### config.mk
export PLATFORM = sky130hd
export DESIGN_NAME = regfile_mp
export DESIGN_NICKNAME = d
export VERILOG_FILES = /design/src/rtl/regfile_mp.sv
export SDC_FILE = /design/constraint.sdc
export NUM_CORES = 2
export LEC_CHECK = 0
export ABC_CLOCK_PERIOD_IN_PS = 59200
export BUFFER_PORTS_ARGS = -buffer_cell sky130_fd_sc_hd__buf_4
export CORE_MARGIN = 3
export CORE_UTILIZATION = 30
export DETAILED_ROUTE_END_ITERATION = 10
export PLACE_DENSITY = 0.43
export REMOVE_ABC_BUFFERS = 1
export SETUP_SLACK_MARGIN = 0.1
export SYNTH_ARGS = -nofsm -noshare
export SYNTH_HDL_FRONTEND = slang
export SYNTH_SLANG_ARGS = --single-unit
### constraint.sdc
create_clock -name clk -period 59.2 [get_ports clk]
set_input_delay 17.76 -clock clk [delete_from_list [all_inputs] [get_ports clk]]
set_output_delay 17.76 -clock clk [all_outputs]
set_load 0.01 [all_outputs]
### src/rtl/regfile_mp.sv
// Multi-read-port register file with registered reads and a per-register busy scoreboard.
// Latency: 1 cycle read; no backpressure. Optional same-edge write forwarding: REGFILE_BYPASS_EN.
// Reads never stall; re[i]=0 holds the port's last data and busy bit.
module regfile_mp #(
    parameter int WIDTH    = 32,
    parameter int DEPTH    = 32,
    parameter int NRD      = 2,
    parameter int ZERO_REG = 1
) (
    input  logic                            clk,
    input  logic                            reset,
    input  logic                            we,
    input  logic [$clog2(DEPTH)-1:0]        wa,
    input  logic [WIDTH-1:0]                wd,
    input  logic [NRD-1:0]                  re,
    input  logic [NRD*$clog2(DEPTH)-1:0]    ra,
    output logic [NRD*WIDTH-1:0]            rd,
    output logic [NRD-1:0]                  rd_busy,
    input  logic                            busy_set,
    input  logic [$clog2(DEPTH)-1:0]        busy_addr
);

    localparam int AW = $clog2(DEPTH);
    localparam logic [AW:0] DEPTH_X = (AW+1)'(DEPTH);

    logic [WIDTH-1:0] r_mem [DEPTH];
    logic [DEPTH-1:0] r_busy;

    logic w_wr_ok;
    logic w_bs_ok;

    // Out-of-range and (optionally) zero-register targets are silently dropped.
    assign w_wr_ok = we && ({1'b0, wa} < DEPTH_X) && !((ZERO_REG != 0) && (wa == '0));
    assign w_bs_ok = busy_set && ({1'b0, busy_addr} < DEPTH_X)
                     && !((ZERO_REG != 0) && (busy_addr == '0));

    always_ff @(posedge clk or posedge reset) begin
        if (reset) begin
            for (int i = 0; i < DEPTH; i++) begin
                r_mem[i] <= '0;
            end
            r_busy <= '0;
        end else begin
            for (int i = 0; i < DEPTH; i++) begin
                if (w_wr_ok && (wa == AW'(i))) begin
                    r_mem[i] <= wd;
                end
                // A new producer issued on the same edge as writeback keeps the register busy.
                if (w_bs_ok && (busy_addr == AW'(i))) begin
                    r_busy[i] <= 1'b1;
                end else if (w_wr_ok && (wa == AW'(i))) begin
                    r_busy[i] <= 1'b0;
                end
            end
        end
    end

    for (genvar p = 0; p < NRD; p++) begin : g_rd
        logic [AW-1:0]    w_addr;
        logic             w_ok;
        logic [WIDTH-1:0] w_data;
        logic             w_bsy;
        logic [WIDTH-1:0] r_data;
        logic             r_bsy;

        assign w_addr = ra[p*AW +: AW];
        assign w_ok   = ({1'b0, w_addr} < DEPTH_X) && !((ZERO_REG != 0) && (w_addr == '0));

        always_comb begin
            w_data = '0;
            w_bsy  = 1'b0;
            if (w_ok) begin
                w_data = r_mem[w_addr];
                w_bsy  = r_busy[w_addr];
`ifdef REGFILE_BYPASS_EN
                if (w_wr_ok && (wa == w_addr)) begin
                    w_data = wd;
                    w_bsy  = w_bs_ok && (busy_addr == w_addr);
                end
`endif
            end
        end

        always_ff @(posedge clk or posedge reset) begin
            if (reset) begin
                r_data <= '0;
                r_bsy  <= 1'b0;
            end else if (re[p]) begin
                r_data <= w_data;
                r_bsy  <= w_bsy;
            end
        end

        assign rd[p*WIDTH +: WIDTH] = r_data;
        assign rd_busy[p]           = r_bsy;
    end

endmodule

==> impl_metrics.yaml <==
synth:
  ys_seq_elements: 1122
  synth.area.top_cells: "dfrtp_1 47%, mux2_2 20%, mux4_2 15%"
  ys_types: 55
  syn_inst: 4210
  async_flop_share_pct: 100
  yosys.area.top_type: "dfrtp_1"
  synth_edf_count: 0
  syn_area_per_cell_um2: 14.1
  yosysSeqAreaShare_pct: 47.4
  yosys_warnings: 0
  synth_top_cell_area_share_pct: 47.4
  synth_area_mm2: 0.0592
  synthFlopType: "dfrtp_1"
place:
  post-place-cells: 6586
  dpl.hpwl_um: 118000
  gp_congestion: 0.736
  io_buffers: 123
drt:
  drc: 0
  vias_per_cell: 5.59
  vias: 38200
  drt-initial-drc-count: 2972
  dr.pass1.iters: 7
  wl_per_cell_um: 32.1
  wl_um: 219000
  antenna_left: 0
cells_and_area:
  layout-drive-gt1-share_pct: 46.2
  fillers: 18900
  nets: 4162
  area_delta_synth_final_pct: 13.3
  fin_cells: 6836
cts:
  ctsHtreeMaxLevel: 4
  clkSinkCount: 1122
  cts_setup_buffers: 0
  cts_tree: "yes"
  clkLatencyLatePin_ps: 780
  cts_buffers: 140
  cts.path.max_buffers: 3
  ctsResizeCount: 0
  cts-root-buf: "clkbuf_16"
  clk_pin_slew_ps: 50
  hold_buffers: 0
sta:
  finalCritPeriodShare_pct: 36.4
  setup_tns_ps: 0
  setup_viol: 0
  slew_headroom_pct: 23.4
  rsz0062_at_grt: "false"
  min_period_ps: 21520
  fmax_mhz: 46.5
  worstMarginPinSlew_ps: 1150
  hold_viol: 0
  maxSlewViolCount: 0
  fin_worst_skew_ps: 24.8
worst_setup_path:
  crit_required_ps: 59980
  cp_num_buf_inv: 7
  path_cells: "buf_4, inv_8, buf_4, buf_4, buf_4, buf_4, buf_4"
  crit_family: "buffers and inverters"
  end_kind: "asynchronous set/reset pin"
  worstSetupPathType: "input port to asynchronous set/reset pin"
  slowest_delay_ps: 820
  critPathMaxFanout: 102
  cp_slowest_cell: "buf_4"
  cp_common_cell: "buf_4"
  startpoint_type: "input port"
  worstPathArrival_ps: 22300
pwr:
  p_int_w: 0.00168
  switchingPower_w: 0.000651
  p_leak_nw: 28.7
  switching_share_pct: 27.9
  seq_power_share_pct: 44.2
  power_per_cell_area_mw_per_mm2: 34.8
  comb_power_share_pct: 19.1
  p_clk_share_pct: 36.8
  ir_drop_mv: 0.0299
grt:
  grt_max_degree: 141
  grt_overflow_total: 0
  antenna_found_initial: 7
  grt_first_pass_wirelength_um: 314000
  grt_pass1_vias: 39700
  grt_usage_pct: 21.5
floorplan:
  ios: 124
  initial_utilization_pct: 30.3
  dieArea_mm2: 0.203
  rows: 162
  die_y_um: 450
  chipWidth_um: 450
  coreArea_mm2: 0.196
run_status:
  status: "finished clean"
job:
  drv_cap: 0
min_path:
  hold_class: "flip-flop to flip-flop"
==> kinds of logic (layout without fill, tap and decap cells) <==
family / Yosys count / count (layout) / share of synthesized area [%]
other cells: 0 / 6 / 0
compound gates: 508 / 508 / 5.60
mux: 1762 / 1762 / 40.6
buf+inv: 477 / 473 / 3.49
simple gates: 341 / 341 / 2.84
flops: 1122 / 1122 / 47.4
==> layer usage <==
| metal | up-vias | wire (um) | share of wire (%) | GRT usage, % |
|---|---|---|---|---|
| li1 | 15900 | - | - | - |
| met1 | 21100 | 97800 | 45 | 29.4 |
| met2 | 1003 | 106000 | 48 | 35.4 |
| met3 | 286 | 9510 | 4.3 | 3.01 |
| met4 | 2 | 5830 | 2.7 | 6.07 |
| met5 | - | 8 | 0.0037 | 0 |
==> synth_stat cells (21+ instances only) <==
cell and n:
dfrtp_1 1122, mux2i_1 291, a21oi_1 108, mux4_2 405, nor2_1 89, a211o_1 32, nand2_1 92, nand3_1 29
nor2b_1 54, nand2b_1 21, a2111oi_0 36, a22o_1 26, o22ai_1 92, buf_1 37, buf_2 107, mux2_2 1066
clkbuf_1 281, buf_4 28, o21ai_0 104
==> cell type report <==
type,instances,area [um^2],share of cell area (%)
Timing Repair Buffer,210,1690,2.53
Antenna cell,6,15.0,0.0224
Inverter,19,81.3,0.121
Tap cell,2624,3280,4.90
Clock inverter,30,256,0.383
Sequential cell,1122,28100,41.9
Clock buffer,214,4310,6.43
Multi-Input combinational cell,2611,29300,43.7
==> state kept, by name, summed over array words and instances, names as in the netlist <==
register     count
r_busy          32
g_rd.r_bsy       2
g_rd.r_data     64
r_mem         1024
==> through the flow <==
step | worst slack (ps) | area, um^2 | utilization (%) | total power [W] | hold WS [ps]
after global routing | 36930 | 67000 | 34.3 | 0.00245 | 405
after CTS | 37440 | 67000 | 34.3 | 0.00236 | 399
after global placement | 36630 | 62400 | 31.9 | 0.00148 | 384
after detailed placement | 36610 | 62400 | 31.9 | 0.00149 | 386
after floorplan | 9840 | 57200 | - | 0.00132 | 369
final | 37680 | 67000 | 34.3 | 0.00233 | 395
==> power by group through the flow <==
| stage | clock network, W | registers (W) | logic [W] |
|---|---|---|---|
| 2_1_floorplan | 0 | 0.00100 | 0.000317 |
| 5_1_grt | 0.000912 | 0.00105 | 0.000483 |
| 3_3_place_gp | 0 | 0.00104 | 0.000442 |
| 3_5_place_dp | 0 | 0.00104 | 0.000448 |
| 6_report | 0.000858 | 0.00103 | 0.000445 |
| 4_1_cts | 0.000883 | 0.00103 | 0.000450 |
==> path summary, 6_finish.rpt <==
| path | from | end | slack (ps) | depth (start not counted) |
|---|---|---|---|---|
| setup / recovery | reset | r_mem[713]$_DFFE_PP0P_ | 37680 | 7 |
| hold / removal | r_mem[1020]$_DFFE_PP0P_ | r_mem[1020]$_DFFE_PP0P_ | 400 | 0 |
| setup reg to reg | r_mem[717]$_DFFE_PP0P_ | g_rd[0].r_data[13]$_DFFE_PP0P_ | 57300 | 5 |
| hold reg to reg | r_mem[1020]$_DFFE_PP0P_ | r_mem[1020]$_DFFE_PP0P_ | 400 | 0 |
| max in group clk | ra[0] | g_rd[0].r_data[14]$_DFFE_PP0P_ | 38070 | 9 |
| min in group asynchronous | reset | r_mem[430]$_DFFE_PP0P_ | 17130 | 2 |
==> placed cells by master, fill, tap and decap left out, types with 5 or more instances in the layout <==
cell / instances
o311ai_0: 8
nand3b_1: 6
a211o_1: 32
o31a_1: 7
mux2_2: 1066
mux2i_1: 291
a2111oi_0: 36
nand2_1: 80
a22oi_1: 20
a211oi_1: 18
a22o_1: 26
a31oi_1: 19
clkbuf_8: 36
clkbuf_16: 148
nor2_4: 10
buf_12: 6
mux4_2: 405
nor2_1: 79
nand2_4: 9
o211ai_1: 10
inv_1: 16
nor4_1: 10
nand3_1: 27
buf_4: 198
clkinv_2: 20
o221ai_1: 10
nor2b_1: 51
nor3b_1: 6
o21ai_0: 104
a21oi_1: 108
buf_8: 5
o22ai_1: 92
clkbuf_1: 30
nand2b_1: 19
nor3_1: 6
diode_2: 6
dfrtp_1: 1122
(Power assumes the default switching activity.)
